**config.mk**
```make
export PLATFORM = sky130hd
export DESIGN_NAME = count_sequencer
export DESIGN_NICKNAME = d
export VERILOG_FILES = /design/src/rtl/count_sequencer.sv
export SDC_FILE = /design/constraint.sdc
export NUM_CORES = 1
export LEC_CHECK = 0
export BUFFER_PORTS_ARGS = -buffer_cell sky130_fd_sc_hd__buf_4
export CAP_MARGIN = 5
export CELL_PAD_IN_SITES_DETAIL_PLACEMENT = 2
export CELL_PAD_IN_SITES_GLOBAL_PLACEMENT = 2
export CORE_UTILIZATION = 33
export CTS_CLUSTER_SIZE = 10
export DETAILED_ROUTE_END_ITERATION = 6
export HOLD_SLACK_MARGIN = 0.12
export PLACE_DENSITY_LB_ADDON = 0.1
export SYNTH_ARGS = -nofsm -noshare
export SYNTH_HDL_FRONTEND = slang
export SYNTH_SLANG_ARGS = --single-unit
```
**constraint.sdc**
```tcl
create_clock -name clk -period 2.44 [get_ports clk]
set_clock_uncertainty 0.15 [all_clocks]
set_input_delay 0.122 -clock clk [delete_from_list [all_inputs] [get_ports clk]]
set_output_delay 0.122 -clock clk [all_outputs]
set_load 0.05 [all_outputs]
```
**src/rtl/count_sequencer.sv**
```systemverilog
// count_sequencer: run/pause/terminal-count controller wrapped around a T-flip-flop up-counter.
// Optional tick prescaler is built in when COUNT_SEQ_PRESCALE_EN is defined.
module count_sequencer #(
    parameter int N          = 8,
    parameter int PRESCALE_W = 4
) (
    input  logic                  clk,
    input  logic                  reset,
    input  logic                  start,
    input  logic                  pause,
    input  logic                  clear,
    input  logic                  auto_rld,
    input  logic [N-1:0]          limit,
`ifdef COUNT_SEQ_PRESCALE_EN
    input  logic [PRESCALE_W-1:0] prescale,
`endif
    output logic [N-1:0]          count,
    output logic                  busy,
    output logic                  done,
    output logic [1:0]            state
);
    typedef enum logic [1:0] {
        S_IDLE  = 2'b00,
        S_RUN   = 2'b01,
        S_PAUSE = 2'b10,
        S_DONE  = 2'b11
    } state_t;

    state_t       r_state, w_state_nxt;
    logic [N-1:0] r_count, r_limit_q, w_toggle;
    logic         r_auto_q, r_busy, r_done;
    logic         w_busy_nxt, w_done_nxt;
    logic         w_tick, w_start_new, w_adv, w_hit, w_zero, w_inc;

    assign w_start_new = start & ~pause & ~clear & ((r_state == S_IDLE) | (r_state == S_DONE));
    assign w_adv       = (r_state == S_RUN) & w_tick & ~pause & ~clear;
    assign w_hit       = w_adv & (r_count == r_limit_q);
    assign w_zero      = clear | w_start_new | (w_hit & r_auto_q);
    assign w_inc       = w_adv & ~w_hit;

`ifdef COUNT_SEQ_PRESCALE_EN
    logic [PRESCALE_W-1:0] r_pre;

    always_ff @(posedge clk or posedge reset) begin
        if (reset) begin
            r_pre <= '0;
        end else if (clear | w_start_new) begin
            r_pre <= prescale;
        end else if ((r_state == S_RUN) & ~pause) begin
            r_pre <= w_tick ? prescale : r_pre - 1'b1;
        end
    end

    assign w_tick = (r_pre == '0);
`else
    // Without a divider the tick is a permanent divide-by-one.
    localparam logic [PRESCALE_W-1:0] P_DIV_ONE = '0;
    assign w_tick = (P_DIV_ONE == '0);
`endif

    // Each T stage toggles on the AND of all lower stages; forcing to zero toggles every set bit.
    always_comb begin
        logic w_chain;
        w_toggle = '0;
        w_chain  = 1'b1;
        for (int i = 0; i < N; i++) begin
            if (w_zero) begin
                w_toggle[i] = r_count[i];
            end else begin
                w_toggle[i] = w_inc & w_chain;
            end
            w_chain = w_chain & r_count[i];
        end
    end

    always_comb begin
        w_state_nxt = r_state;
        w_busy_nxt  = 1'b0;
        w_done_nxt  = w_hit;
        if (clear) begin
            w_state_nxt = S_IDLE;
        end else begin
            case (r_state)
                S_IDLE, S_DONE: if (start & ~pause) w_state_nxt = S_RUN;
                S_RUN: begin
                    if (pause)                   w_state_nxt = S_PAUSE;
                    else if (w_hit & ~r_auto_q)  w_state_nxt = S_DONE;
                end
                S_PAUSE: if (start & ~pause) w_state_nxt = S_RUN;
                default: w_state_nxt = S_IDLE;
            endcase
        end
        w_busy_nxt = (w_state_nxt == S_RUN) | (w_state_nxt == S_PAUSE);
    end

    always_ff @(posedge clk or posedge reset) begin
        if (reset) begin
            r_state <= S_IDLE;
            r_busy  <= 1'b0;
            r_done  <= 1'b0;
        end else begin
            r_state <= w_state_nxt;
            r_busy  <= w_busy_nxt;
            r_done  <= w_done_nxt;
        end
    end

    always_ff @(posedge clk or posedge reset) begin
        if (reset) begin
            r_count <= '0;
        end else begin
            r_count <= r_count ^ w_toggle;
        end
    end

    always_ff @(posedge clk or posedge reset) begin
        if (reset) begin
            r_limit_q <= '0;
            r_auto_q  <= 1'b0;
        end else if (w_start_new) begin
            r_limit_q <= limit;
            r_auto_q  <= auto_rld;
        end
    end

    assign count = r_count;
    assign busy  = r_busy;
    assign done  = r_done;
    assign state = r_state;
endmodule
```
==> key figures <==
CTS
  • Max Root-Sink Buffers: 2
  • Clk slew on worst S/H paths: approximately 0.12 ns
  • CTS buffer count: 3
  • Clk_lat worst skew: around 0.31 ns
  • CTS tree: built
  • H-tree depth: 1
  • Root Buffer: clkbuf_4
  • Setup bufs post-CTS: 0
  • # clock sinks: 21

Setup path
  • CP Data Arrival Time: between 2 and 2.5 ns
  • Reg2Reg Setup Slack: between 0.1 and 0.15 ns
  • WS Path Type: flop to flop
  • Worst path bufs/invs: 1
  • Setup crit start kind: flop
  • Crit-path cells: xnor2_1 > nand4_4 > nor2_1 > o2111ai_1 > o21ai_0 > dlygate4sd3_1
  • Critical path endpoint category: flop
  • Worst path max stage delay: 0.57 ns
  • CP Max Fanout: 10
  • Delay-heaviest family, CP: buffers and inverters
  • Crit path max-delay cell type: dlygate4sd3_1
  • Req. time, crit path: roughly 2.6 ns
  • Worst reg2reg path startpoint: count[3]
  • CP Launch Point: count[3]

Global routing
  • Grt ovf: 0
  • Initial antenna violation count: 0
  • Vias in the first global route: 989
  • Largest net degree at the start of global routing: 22
  • All-Layer GR Usage: 18.92%
  • First-pass GRT wire length: around 4900 um

Floorplanning
  • Die Y: roughly 60 um
  • Die ar.: roughly 3600 um2
  • Core box area: roughly 3100 um2
  • Rows: 20
  • Starting Density: approximately 36%
  • # IOs: 26
  • Die width: ~60 um

Synth
  • Mapped Area: ~1100 um2
  • Mean area per synthesized cell: 11.34 um2
  • Cells after Synth: slightly below 100
  • Synth warn: 0
  • Flops & latches, synth: 21
  • Syn nets: 114
  • Yosys cell types: 31
  • Sequential share of the synthesized area: a little under half

Placement
  • Final HPWL DP: 1968 um
  • Input/output buffers: 25
  • Gpl congestion: 0.7007
  • Placement Cell Area: 1345 um2

STA
  • Slew HR: around 45%
  • Setup Viol. Count Final: 0
  • Final min period: 2.299 ns
  • Fin Setup TNS: 0 ns
  • Max Fclk: around 0.43 GHz
  • Final hold vios: 0
  • Worst-Margin Slew: between 0.8 and 0.9 ns
  • Slew Limit Fails: 0
  • Final period util: a little over nine tenths

Pwr
  • Clock power frac: roughly a fifth
  • NetSw: 0.2668 mW
  • Sw frac: a little under a third
  • Max IR drop VDD: about 0.28 mV
  • Power Density: 545.5 nW/um2
  • Seq pwr share: a little over 50%
  • Int Pwr: approximately 0.58 mW
  • Comb power frac: 28.1%
  • Leak: between 0.6 and 0.7 nW

Drt
  • Vias post-DR: a little over 900
  • Via density: ~5.0
  • Wire per inst: approximately 16 um
  • Final WL: a little under 3000 um
  • Initial DRC count: between 40 and 50
  • # DRC: 0
  • Initial DRT Pass Iterations: 4
  • Routed Antenna Nets: 0

Layout
  • Area taken by flip-flops and latches: approximately 530 um2
  • Ant. Diodes: 0
  • Layout cell share with drive strength beyond 1: between 30% and 40%
  • Area Overhead vs Synth: 38.96%
  • Post-layout instance area: approximately 1500 um2
  • Filler instances: approximately 330
  • Area occupied by multi-input gates: 586.8 um2
  • Final net count: 157

Run status
  • Outcome: complete, no violations

Flow run
  • Max Cap Viol: 0

Worst hold path
  • Worst Hold Class: input pin to async pin
==> layer usage <==
layer | wire length, um | global-route usage (%) | vias up
met5 | 0 | 0 | -
met4 | 54 | 7.973 | 0
met3 | 82 | 1.948 | 5
met2 | 1457 | 31.43 | 22
met1 | 1307 | 24.93 | 464
li1 | - | - | 428
==> path summary, 6_finish.rpt <==
| check | end | depth (start not counted) |
|---|---|---|
| max in group asynchronous | count[1] | 3 |
| worst max register to register | state[1] | 6 |
| worst min-delay path | r_limit_q[3] | 3 |
| min in group clk | r_limit_q[6] | 1 |
| worst max-delay path | state[1] | 6 |
| worst min register to register | r_limit_q[6] | 1 |
==> kinds of logic (layout without fill, tap and decap cells) <==
| group | Yosys count | count (layout) | synth area share, % |
|---|---|---|---|
| AO/OA/AOI/OAI | 17 | 17 | 11.49 |
| XOR/XNOR | 15 | 15 | 11.82 |
| adder cells (fa/ha/maj) | 2 | 2 | 2.252 |
| buffers and inverters | 6 | 48 | 2.814 |
| flip-flops | 21 | 21 | 47.30 |
| multiplexers | 9 | 9 | 9.122 |
| AND/OR/NAND/NOR | 28 | 28 | 15.20 |
==> power by group through the flow <==
stage	Combinational (mW)	Sequential, mW	Clock (mW)
floorplan	0.127	0.443	0
global placement	0.191	0.433	0
detailed placement	0.198	0.436	0
CTS	0.216	0.429	0.185
global route	0.260	0.437	0.195
finish	0.236	0.432	0.174
==> what timing repair did <==
| item | 4_1_cts | 5_1_grt |
|---|---|---|
| hold buffers | 14 | 0 |
| gates resized for setup | 0 | 4 |
| setup endpoints to repair | 0 | 1 |
| hold endpoints to repair | 42 | 0 |
==> sequential cells by signal (all words and copies together) (netlist names) <==
signal / flops
count: 8
r_limit_q: 8
state: 2
busy: 1
done: 1
r_auto_q: 1
==> cells in the final DEF (no fill, tap or decap), types with 2 or more instances in the layout <==
master          n
dfrtp_1        21
o2111ai_1       2
o21ai_0         4
ha_1            2
mux2_2          9
nor3_1          2
buf_4          26
xnor2_2         2
o211ai_1        2
clkbuf_4        3
dlygate4sd3_1  14
xor2_1          7
xnor2_1         6
o2bb2ai_1       2
inv_1           4
nor2_1         12
nand2_1         3
nand4_4         2
a21oi_1         2
==> final cells by class <==
type / instances / share of cell area [%]
inverter: 4 / 0.9724
timing repair buffer: 40 / 21.72
clock buffer: 4 / 1.702
multi-input combinational: 71 / 38.01
sequential: 21 / 34.04
tap: 44 / 3.566
==> Yosys cell counts (all sizes together) <==
cell / count / area [um2]
a211o: 1 / 10.01
a21oi: 2 / 10.01
a311o: 1 / 10.01
a31o: 1 / 8.760
and3: 1 / 6.260
and3b: 1 / 8.760
buf: 2 / 16.26
dfrtp: 21 / 525.5
ha: 2 / 25.02
inv: 4 / 15.01
mux2: 9 / 101.4
nand2: 3 / 11.26
nand3: 1 / 5.000
nand4: 2 / 25.02
nor2: 13 / 51.30
nor2b: 1 / 6.260
nor3: 4 / 36.29
nor3b: 1 / 7.510
o2111ai: 2 / 17.52
o211ai: 2 / 15.01
o21ai: 4 / 20.02
o21bai: 1 / 7.510
o221a: 1 / 11.26
o2bb2ai: 2 / 17.52
or3b: 1 / 11.26
xnor2: 8 / 70.07
xor2: 7 / 61.31
==> worst min-delay path: stages <==
cell           delay [ns]
dlygate4sd3_1        0.53
buf_4                0.13
inv_1                0.59
==> through the flow <==
| step | utilization, % | total power, mW | hold slack, ns | cells | setup WS [ns] |
|---|---|---|---|---|---|
| finish | 49.36 | 0.8423 | 0.3714 | 184 | 0.1409 |
| global route | 49.36 | 0.8925 | 0.4139 | 184 | -0.03764 |
| CTS | 48.32 | 0.8290 | 0.3938 | 184 | 0.1435 |
| detailed placement | 43.00 | 0.6337 | 0.2001 | 166 | 0.4338 |
| global placement | 43.00 | 0.6244 | 0.1947 | 166 | 0.4775 |
| floorplan | - | 0.5704 | -0.05147 | 98 | 0.2708 |
(Power assumes the default switching activity.)
